File: config.mk
export PLATFORM = sky130hd
export DESIGN_NAME = multicycle_sequencer_flat
export DESIGN_NICKNAME = d
export VERILOG_FILES = /design/src/rtl/multicycle_sequencer_if.sv /design/src/rtl/multicycle_sequencer.sv /design/src/flat_wrapper.sv
export SDC_FILE = /design/constraint.sdc
export NUM_CORES = 1
export LEC_CHECK = 0
export CAP_MARGIN = 20
export CORE_MARGIN = 2
export CORE_UTILIZATION = 30
export DETAILED_ROUTE_END_ITERATION = 12
export MAX_ROUTING_LAYER = met4
export PLACE_DENSITY_LB_ADDON = 0.1
export SYNTH_ARGS = -nofsm -noshare
export SYNTH_HDL_FRONTEND = slang
export SYNTH_SLANG_ARGS = --single-unit
File: constraint.sdc
create_clock -name clk -period 3.2 [get_ports clk]
set_clock_uncertainty 0.1 [all_clocks]
set_input_delay 0.64 -clock clk [delete_from_list [all_inputs] [get_ports clk]]
set_output_delay 0.64 -clock clk [all_outputs]
set_load 0.005 [all_outputs]
File: src/rtl/multicycle_sequencer_if.sv
// Shared instruction/data memory port handshake between the sequencer and memory.
// The sequencer acts as master and holds mem_req until memory answers with mem_ready.
interface multicycle_sequencer_if;
    logic mem_req;
    logic mem_we;
    logic mem_dsel;
    logic mem_ready;

    modport master (output mem_req, output mem_we, output mem_dsel, input mem_ready);
    modport slave  (input mem_req, input mem_we, input mem_dsel, output mem_ready);
endinterface

File: src/rtl/multicycle_sequencer.sv
// Multicycle control FSM: walks each instruction through FETCH/DECODE/EXEC/MEM/WB,
// drives datapath strobes, counts retired instructions and halts on the stop bit.
module multicycle_sequencer #(
    parameter int CNT_W   = 16,
    parameter int TIMEOUT = 255
) (
    input  logic                   clk,
    input  logic                   rst_n,
    input  logic [1:0]             ins_type,
    input  logic [4:0]             func,
    input  logic                   stop,
    input  logic                   zero,
    multicycle_sequencer_if.master memIf,
    output logic [2:0]             state,
    output logic                   ir_we,
    output logic                   alu_en,
    output logic                   rf_we,
    output logic [1:0]             wb_sel,
    output logic                   pc_we,
    output logic [1:0]             pc_src,
    output logic                   halted,
    output logic                   err,
    output logic [CNT_W-1:0]       instr_cnt
);
    typedef enum logic [2:0] {
        IDLE   = 3'd0,
        FETCH  = 3'd1,
        DECODE = 3'd2,
        EXEC   = 3'd3,
        MEM    = 3'd4,
        WB     = 3'd5,
        HALT   = 3'd6
    } seqState_t;

    seqState_t        stateR, nextStateS, retireNextS;
    logic [1:0]       typeR;
    logic [4:0]       funcR;
    logic             stopR;
    logic [7:0]       waitCntR;
    logic             errR;
    logic [CNT_W-1:0] instrCntR;

    logic isLoadS, isStoreS, isBranchS, isJumpS, toWbS;
    logic waitingS, timeoutS, retireS;
    logic memReqS, memWeS, memDselS, irWeS, aluEnS, rfWeS, pcWeS;
    logic [1:0] wbSelS, pcSrcS;

    assign isLoadS     = (typeR == 2'b01) && (funcR == 5'b00010);
    assign isStoreS    = (typeR == 2'b01) && (funcR == 5'b00011);
    assign isBranchS   = (typeR == 2'b01) && (funcR == 5'b00100);
    assign isJumpS     = (typeR == 2'b10);
    assign waitingS    = ((stateR == FETCH) || (stateR == MEM)) && !memIf.mem_ready;
    // A ready response in the same cycle always beats the timeout.
    assign timeoutS    = waitingS && (waitCntR == 8'(TIMEOUT - 1));
    assign retireNextS = stopR ? HALT : FETCH;

    // Instruction classes that finish by writing the ALU result back.
    always_comb begin
        toWbS = 1'b0;
        case (typeR)
            2'b00:   toWbS = (funcR != 5'b00011);
            2'b01:   toWbS = (funcR <= 5'b00001);
            2'b11:   toWbS = 1'b1;
            default: toWbS = 1'b0;
        endcase
    end

    // Next-state and per-cycle strobe decode.
    always_comb begin
        nextStateS = stateR;
        memReqS    = 1'b0;
        memWeS     = 1'b0;
        memDselS   = 1'b0;
        irWeS      = 1'b0;
        aluEnS     = 1'b0;
        rfWeS      = 1'b0;
        wbSelS     = 2'b00;
        pcWeS      = 1'b0;
        pcSrcS     = 2'b00;
        retireS    = 1'b0;
        case (stateR)
            IDLE: nextStateS = FETCH;
            FETCH: begin
                memReqS = 1'b1;
                if (memIf.mem_ready) begin
                    irWeS      = 1'b1;
                    nextStateS = DECODE;
                end else if (timeoutS) begin
                    nextStateS = HALT;
                end else begin
                    nextStateS = FETCH;
                end
            end
            DECODE: nextStateS = EXEC;
            EXEC: begin
                aluEnS = 1'b1;
                if (isLoadS || isStoreS) begin
                    nextStateS = MEM;
                end else if (toWbS) begin
                    nextStateS = WB;
                end else begin
                    retireS    = 1'b1;
                    pcWeS      = 1'b1;
                    nextStateS = retireNextS;
                    if (isJumpS) begin
                        pcSrcS = 2'b10;
                        rfWeS  = (funcR != 5'b00000);
                        wbSelS = (funcR != 5'b00000) ? 2'b10 : 2'b00;
                    end else if (isBranchS) begin
                        pcSrcS = zero ? 2'b01 : 2'b00;
                    end else begin
                        pcSrcS = 2'b00;
                    end
                end
            end
            MEM: begin
                memReqS  = 1'b1;
                memDselS = 1'b1;
                memWeS   = isStoreS;
                if (memIf.mem_ready) begin
                    if (isStoreS) begin
                        retireS    = 1'b1;
                        pcWeS      = 1'b1;
                        nextStateS = retireNextS;
                    end else begin
                        nextStateS = WB;
                    end
                end else if (timeoutS) begin
                    nextStateS = HALT;
                end else begin
                    nextStateS = MEM;
                end
            end
            WB: begin
                rfWeS      = 1'b1;
                wbSelS     = isLoadS ? 2'b01 : 2'b00;
                pcWeS      = 1'b1;
                retireS    = 1'b1;
                nextStateS = retireNextS;
            end
            HALT:    nextStateS = HALT;
            default: nextStateS = IDLE;
        endcase
    end

    // State, wait counter, sticky error, retire counter and latched IR fields.
    always_ff @(posedge clk or negedge rst_n) begin
        if (!rst_n) begin
            stateR    <= IDLE;
            waitCntR  <= 8'd0;
            errR      <= 1'b0;
            instrCntR <= '0;
            typeR     <= 2'b00;
            funcR     <= 5'b00000;
            stopR     <= 1'b0;
        end else begin
            stateR <= nextStateS;
            if (nextStateS != stateR) begin
                waitCntR <= 8'd0;
            end else if (waitingS) begin
                waitCntR <= waitCntR + 8'd1;
            end
            if (timeoutS) begin
                errR <= 1'b1;
            end
            if (retireS) begin
                instrCntR <= instrCntR + CNT_W'(1'b1);
            end
            if (stateR == DECODE) begin
                typeR <= ins_type;
                funcR <= func;
                stopR <= stop;
            end
        end
    end

    assign memIf.mem_req  = memReqS;
    assign memIf.mem_we   = memWeS;
    assign memIf.mem_dsel = memDselS;
    assign state          = stateR;
    assign ir_we          = irWeS;
    assign alu_en         = aluEnS;
    assign rf_we          = rfWeS;
    assign wb_sel         = wbSelS;
    assign pc_we          = pcWeS;
    assign pc_src         = pcSrcS;
    assign halted         = (stateR == HALT);
    assign err            = errR;
    assign instr_cnt      = instrCntR;
endmodule

File: src/flat_wrapper.sv
// flat-port wrapper written by rule: the top's interface ports become plain ports
module multicycle_sequencer_flat 
#(
    parameter int CNT_W   = 16,
    parameter int TIMEOUT = 255
)
  (clk, rst_n, ins_type, func, stop, zero, state, ir_we, alu_en, rf_we, wb_sel, pc_we, pc_src, halted, err, instr_cnt, memIf_mem_req, memIf_mem_we, memIf_mem_dsel, memIf_mem_ready);
  multicycle_sequencer_if memIf_i ();
  input  logic clk;
  input  logic rst_n;
  input  logic [1:0] ins_type;
  input  logic [4:0] func;
  input  logic stop;
  input  logic zero;
  output logic [2:0] state;
  output logic ir_we;
  output logic alu_en;
  output logic rf_we;
  output logic [1:0] wb_sel;
  output logic pc_we;
  output logic [1:0] pc_src;
  output logic halted;
  output logic err;
  output logic [CNT_W-1:0] instr_cnt;
  output wire logic [$bits(memIf_i.mem_req)-1:0] memIf_mem_req;
  output wire logic [$bits(memIf_i.mem_we)-1:0] memIf_mem_we;
  output wire logic [$bits(memIf_i.mem_dsel)-1:0] memIf_mem_dsel;
  input wire logic [$bits(memIf_i.mem_ready)-1:0] memIf_mem_ready;
  assign memIf_mem_req = memIf_i.mem_req;
  assign memIf_mem_we = memIf_i.mem_we;
  assign memIf_mem_dsel = memIf_i.mem_dsel;
  assign memIf_i.mem_ready = memIf_mem_ready;
  multicycle_sequencer #(.CNT_W(CNT_W), .TIMEOUT(TIMEOUT)) u_core (.clk(clk), .rst_n(rst_n), .ins_type(ins_type), .func(func), .stop(stop), .zero(zero), .memIf(memIf_i), .state(state), .ir_we(ir_we), .alu_en(alu_en), .rf_we(rf_we), .wb_sel(wb_sel), .pc_we(pc_we), .pc_src(pc_src), .halted(halted), .err(err), .instr_cnt(instr_cnt));
endmodule
==> results.txt, run 1 <==
The run finished with clean final reports. The CTS buffer count is 5. The sum of negative setup slack is 0 ns. The multiplexer fraction of the synthesized cell area is 6.08%. Buffers inserted to repair hold after CTS numbered 0. The area fraction of the dominant cell type after synthesis came out at 47.1%. The number of design rule violations left after detail routing came out at 0. The power density of the placed cells came out at 812 mW/mm². Of all cell types, the one taking the most synthesized area is sky130_fd_sc_hd__dfrtp_1. The leading cell type by number of instances after synthesis is sky130_fd_sc_hd__dfrtp_1. The core occupancy in the finished layout came out at 41.1%. The setup slack at placement came out at 0.259 ns. Setup repair after global routing left no endpoint under its margin. The proportion of synthesized flip-flops having asynchronous set or reset came out at 100%. 44 I/O pins were placed. The class of the tightest hold or removal check is input pin to async pin.

The total power came out at 2.10 mW. The maximum clock frequency came out at 0.342 GHz. Entering global routing, the biggest net connects 37 pins.

Of the total synthesized cell area, the portion taken by full adders, half adders and majority gates is 1.96%. The cell row count came out at 29. The library cell used as clock root buffer is sky130_fd_sc_hd__clkbuf_8. The number of iterations in the first detailed-routing pass came out at 4.

The worst setup path is of the input pin to output port kind. The number of filler instances in the final layout is 612. The average detailed-routed wire length per instance is 14.0 µm.

The number of storage elements in the synthesis netlist is 36. The layout cell share with drive strength beyond 1 is 11.7%. After synthesis, the largest family of logic cells by area is simple AND/OR/NAND/NOR gates. The height of the chip came out at 83.9 µm.

The via count of the first global-routing pass is 1526. Across all setup checks in the final design, the least slack found is 0.278 ns. The leakage power figure came out at 1.05 nW. Summing the areas of all compound-gate instances in the mapped netlist gives 7.39% of the synthesized area. The clock period minus final worst setup slack came out at 2.92 ns. The data required time of the worst path is 2.46 ns. The net count after synthesis came out at 193.

The count of antenna diodes in the layout came out at 0. The worst setup path is captured at an output port. Detailed routing inserted a total of 1495 vias. The worst path arrival time came out at 2.18 ns.

The starting density of the core is 30.5%. After clock tree synthesis, the clock-pin slew on the worst setup and hold paths is 0.07 ns. The final cycle utilization of the critical path came out at 91.3%. In the synthesized netlist, the cells that appear most often are 36 x sky130_fd_sc_hd__dfrtp_1, 19 x sky130_fd_sc_hd__xnor2_1, 12 x sky130_fd_sc_hd__nor2_1, 12 x sky130_fd_sc_hd__nor3_1, 11 x sky130_fd_sc_hd__nand3_1. The final count of pins violating max slew came out at 0. The number of cells after detailed placement came out at 299. The worst slew margin relative to its limit is 45.0%. The number of design-rule violations left by the first detailed-router iteration is 85. After the flow finishes, the layout carries non-filler instances totaling 307. The TritonCTS clock tree is done.

The latest clock arrival within the worst-skew pair is 0.28 ns. The tool flagged a number of max-cap violations equal to 0. The most used flip-flop cell after synthesis is sky130_fd_sc_hd__dfrtp_1. The core area is 0.00628 mm². The total count of hold-check failures in the final report came out at 0.

The horizontal die dimension came out at 83.9 µm. STA classifies the critical path startpoint as an input pin. Ranked by total cell area, the synthesized netlist is headed by sky130_fd_sc_hd__dfrtp_1 47%, sky130_fd_sc_hd__xnor2_1 8.7%, sky130_fd_sc_hd__nor3_1 3.1%. The die covers 0.00704 mm². The cell area that synthesis handed to floorplanning was 0.00191 mm². The peak ir drop on the vdd network came out at 0.314 mV. The placed wire-length estimate is 3090 µm.

The global-route wire length before repair came out at 7480 µm. The number of antenna violations at the first check in global routing came out at 0. A synthesized cell averages 10.8 µm².

The wire length after detailed routing came out at 4290 µm. The number of port buffers came out at 43. The count of flip-flops with a built-in enable after synthesis came out at 0. The placed instance area is 0.00245 mm². The synthesized-area fraction occupied by xor and xnor cells came out at 12.0%.

The growth of design area from synthesis to finish came out at 34.8%. The total number of yosys warnings came out at 0. The clock tree buffer depth is 2. The final weighted congestion in routability-driven placement is 0.777. The simple-gate portion of the synthesized area came out at 23.6%. The number of instances in the synthesized netlist is 178. The total overflow left after global routing is 0. The number of gates resized after CTS is 0. The setup fix buffers added after clock tree synthesis came out at 0.

The remaining number of nets flagged by the antenna check after routing came out at 0. The number of setup violations in the final report is 0. Global routing consumed, over all layers together, 13.5% of the routing resources. The via-per-instance ratio came out at 4.87.

The number of H-tree levels is 2. The post-route cell area is 0.00258 mm². Yosys mapped the design onto 45 distinct sky130hd cell types.

The sequential share of the synthesized area is 47.1%. For the pin with the worst max-slew slack, the measured transition is 0.825 ns. The tree built by TritonCTS fans out to 36 sinks. The biggest fanout along the worst timing path came out at 3.

The final-stage net count is 244. The worst hold margin came out at 0.353 ns.
registers in the layout, indices dropped and copies added (netlist names):
register / cells
u_core.err: 1
u_core.funcR: 5
u_core.instr_cnt: 16
u_core.state: 3
u_core.stopR: 1
u_core.typeR: 2
u_core.waitCntR: 8
cell usage in the layout, fill, tap and decap left out, types with 5 or more instances in the layout:
cell type                         count
sky130_fd_sc_hd__nand3_1             11
sky130_fd_sc_hd__nor2_1              12
sky130_fd_sc_hd__xnor2_1             19
sky130_fd_sc_hd__dfrtp_1             36
sky130_fd_sc_hd__nand4_1              9
sky130_fd_sc_hd__clkbuf_8             7
sky130_fd_sc_hd__buf_4                6
sky130_fd_sc_hd__mux2_1               5
sky130_fd_sc_hd__and3_1               5
sky130_fd_sc_hd__nand2_1             10
sky130_fd_sc_hd__nor3_1              12
sky130_fd_sc_hd__clkdlybuf4s50_1     42
worst paths after layout:
path / startpoint / end / slack (ns) / cells past startpoint
min in group clk: u_core.instr_cnt[15] / u_core.instr_cnt[15] / 0.38 / 1
setup / recovery: memIf_mem_ready / pc_we / 0.28 / 6
max in group asynchronous: rst_n / u_core.instr_cnt[0] / 2.13 / 1
setup reg to reg: u_core.waitCntR[0] / u_core.waitCntR[1] / 0.95 / 8
hold reg to reg: u_core.instr_cnt[15] / u_core.instr_cnt[15] / 0.38 / 1
hold / removal: rst_n / u_core.waitCntR[1] / 0.35 / 1
layout make-up:
type                       instances  area, µm²  share of cell area [%]
multi-input combinational        134        976                    37.8
sequential                        36        901                    34.9
timing repair buffer              49        470                    18.2
clock buffer                       7       96.3                    3.73
tap                               77       96.3                    3.73
clock inverter                     1       30.0                    1.16
inverter                           3       11.3                   0.436
logic make-up (layout without fill, tap and decap cells):
logic type / count (synthesis) / after routing
AND/OR/NAND/NOR: 80 / 80
flip-flops: 36 / 36
XOR/XNOR: 24 / 24
AO/OA/AOI/OAI: 17 / 17
multiplexers: 10 / 10
buffers and inverters: 8 / 60
adder cells (fa/ha/maj): 3 / 3
critical path, stage by stage:
cell and delay, ns:
sky130_fd_sc_hd__clkdlybuf4s50_1 0.50, sky130_fd_sc_hd__and2_1 0.14, sky130_fd_sc_hd__a41o_1 0.17, sky130_fd_sc_hd__nand2_1 0.10
sky130_fd_sc_hd__nand2_1 0.12, sky130_fd_sc_hd__clkdlybuf4s50_1 0.51
layer usage:
metal | GRT usage (%) | part of all wire, %
met1 | 19.2 | 49
met2 | 19.2 | 45
met3 | 3.26 | 4.2
met4 | 3.96 | 0.95
met5 | - | 0
where the power goes:
group | internal [mW] | total [mW] | switching [mW]
clock network | 0.275 | 0.437 | 0.162
registers | 0.570 | 0.699 | 0.129
logic | 0.474 | 0.959 | 0.485
total | 1.32 | 2.10 | 0.776
Power figures use the tool's default switching activity.
==> run 2, diff against run 1 <==
--- a/config.mk
+++ b/config.mk
@@ -6,7 +6,7 @@
 export NUM_CORES = 1
 export LEC_CHECK = 0
 export CAP_MARGIN = 20
-export CORE_MARGIN = 2
+export CORE_MARGIN = 1
 export CORE_UTILIZATION = 30
 export DETAILED_ROUTE_END_ITERATION = 12
 export MAX_ROUTING_LAYER = met4
==> run 2 against run 1 <==
Final area fell by 1.1%. Via count shrank 0.74%. Utilization rose by 1.2 points. Die area down 4.7%. Largest cell class unchanged. Global-route usage increased by 0.87 points. Sequential power rose by 2%. Critical endpoint unchanged. Flip-flop and latch count unchanged. Register-to-register slack improved by 0.04 ns. Critical path depth stayed put. Combinational power is 2.8% lower. Routed wire length down 2.7%. First-iteration DRC count fell by 12%.
==> results.txt, run 2 (synthesis results as in run 1) <==
The count of nets left with antenna violations once routing finished came out at 0. The number of port buffers came out at 43. Entering global routing, the biggest net connects 37 pins. In this run the cell area measured after placement is 0.00244 mm².

The worst reg2reg path depth is 8. The data required time of the worst path is 2.46 ns. The via count of the first global-routing pass came out at 1457.

The area of the die is 0.00670 mm². The worst slew margin relative to its limit came out at 45.4%. The core area is 0.00603 mm². The final cycle utilization of the critical path is 91.2%. The layout cell share with drive strength beyond 1 is 10.9%. The placed wire-length estimate is 3000 µm. The net count of the finished layout is 243.

The peak ir drop on the vdd network is 0.482 mV. After clock tree synthesis, the clock-pin slew on the worst setup and hold paths is 0.08 ns. Dividing total power by cell area gives a power density of 798 mW/mm². Hold repair after CTS inserted 0 buffers.

In this run, post-CTS repair resized a total of 0 instances. The critical path capture point type is an output port. The max capacitance violation total came out at 0. The CTS buffer count came out at 5.

The setup slack at placement is 0.276 ns. In this run the vertical extent of the chip is 81.9 µm. Setup repair after global routing left no endpoint under its margin.

The tree built by TritonCTS fans out to 36 sinks. The wire length after detailed routing came out at 4180 µm. The most common cell after layout, fill and taps aside is sky130_fd_sc_hd__clkdlybuf4s50_1.

The pre-antenna-repair detailed-routing pass consisted of 4 iterations. The flip-flop count of the largest register after layout came out at 16. The sum of negative setup slack is 0 ns. Relative to the synthesized area, the layout overhead comes to 33.3%. The number of design-rule violations left by the first detailed-router iteration came out at 75. The start-to-end type of the worst setup path is input pin to output port.

The clock period minus final worst setup slack is 2.92 ns. The horizontal die dimension is 81.9 µm. The total global routing overflow is 0.

Counting buffers and inverters, the worst setup path is 6 cells deep. The maximum clock frequency is 0.343 GHz. For this configuration, the core starts out at a cell density of 31.8%. The number of setup violations in the final report came out at 0. The run finished with clean final reports. The TritonCTS clock tree is done. The largest individual stage delay along the critical path comes from the cell sky130_fd_sc_hd__clkdlybuf4s50_1.

The post-route cell area is 0.00255 mm². The final instance count without filler cells came out at 304. For this run, the total global-route usage over all layers was measured as 14.4%. The leakage power figure came out at 1.03 nW.

The final count of pins violating max slew came to 0. The sequential cells in the finished layout cover a total of 901 µm². At the later pin of the worst-skew pair, clock insertion delay measures 0.29 ns.

In this design, the largest share of critical-path delay is due to buffers and inverters. The number of antenna violations at the first check in global routing came out at 0. STA classifies the critical path startpoint as an input pin.

In the final layout, the multi-input gates occupy 976 µm². The global-route wire length before repair is 7080 µm. The number of filler instances in the final layout came out at 620. Counting tap cells, the placed design contains a total of 296 instances. The biggest fanout along the worst timing path is 3. The I/O pin count is 44. The number of H-tree levels is 2. Traced cell by cell, the critical path runs through clkdlybuf4s50_1 -> and2_1 -> a41o_1 -> nand2_1 -> nand2_1 -> clkdlybuf4s50_1. The endpoint identified for the worst register-to-register timing path is u_core.waitCntR[1]. The worst path arrival time came out at 2.18 ns. The pin slew with the least headroom to its limit came out at 0.820 ns. In this run the core area contains 28 standard-cell rows. The startpoint identified for the worst register-to-register timing path is u_core.waitCntR[0]. For this run, the slowest stage of the critical path takes 0.51 ns.

Together, buffers and inverters on the worst path number 2. The final weighted congestion in routability-driven placement is 0.763. In the layout the commonest cells are 42 x sky130_fd_sc_hd__clkdlybuf4s50_1, 36 x sky130_fd_sc_hd__dfrtp_1, 19 x sky130_fd_sc_hd__xnor2_1, 12 x sky130_fd_sc_hd__nor2_1, 12 x sky130_fd_sc_hd__nor3_1. The setup fix buffers added after clock tree synthesis is 0. In this run the worst hold path is classified as input pin to async pin. The total count of hold-check failures in the final report came out at 0. The slack of the critical path came out at 0.281 ns. The clock passes through at most 2 buffers. The setup check on the worst reg-to-reg path leaves a slack of 0.99 ns.

The via-per-instance ratio is 4.88. The average detailed-routed wire length per instance is 13.7 µm. Detailed routing inserted a total of 1484 vias. For this run, design rule violations remaining after detail routing come to 0. The library cell used as clock root buffer is sky130_fd_sc_hd__clkbuf_8.

The count of antenna diodes in the layout is 0.
## run 2: cell types whose count changed in the layout (fill, tap and decap cells not counted), sizes merged
cell    previous run  this run
buf                7         6
clkbuf             7         6
clkinv             0         1
## run 2: how the worst max path moves through the flow
stage / from / to / slack [ns]
6_report: memIf_mem_ready / pc_we / 0.28
5_1_grt: memIf_mem_ready / pc_we / 0.16
4_1_cts: memIf_mem_ready / pc_we / 0.26
3_5_place_dp: memIf_mem_ready / pc_we / 0.28
3_3_place_gp: memIf_mem_ready / pc_we / 0.29
2_1_floorplan: u_core.funcR[4] / rf_we / 1.17
## run 2: through the flow
step	total power, mW	util [%]	hold slack (ns)
finish	2.04	42.4	0.347
global route	2.21	42.4	0.410
CTS	2.07	42.4	0.379
detailed placement	1.66	40.6	0.370
global placement	1.68	40.6	0.369
floorplan	1.29	-	0.244
## run 2: per-layer routing
metal  vias up  GRT usage [%]  part of all wire (%)
li1        736              -                     -
met1       717           20.7                    51
met2        26           19.8                    44
met3         5           3.56                   3.5
met4         0           4.21                  0.96
met5         -              -                     0
## run 2: area by class of cell
cell class,instances,share of cell area [%]
clock buffers,6,2.84
clock inverters,2,1.37
inverters,3,0.441
multi-input cells,134,38.2
flip-flops and latches,36,35.3
well taps,75,3.68
repair buffers,48,18.1
## run 2: power breakdown
part | internal, mW | switching, mW
clock | 0.231 | 0.160
combinational | 0.467 | 0.465
sequential | 0.570 | 0.144
total | 1.27 | 0.769
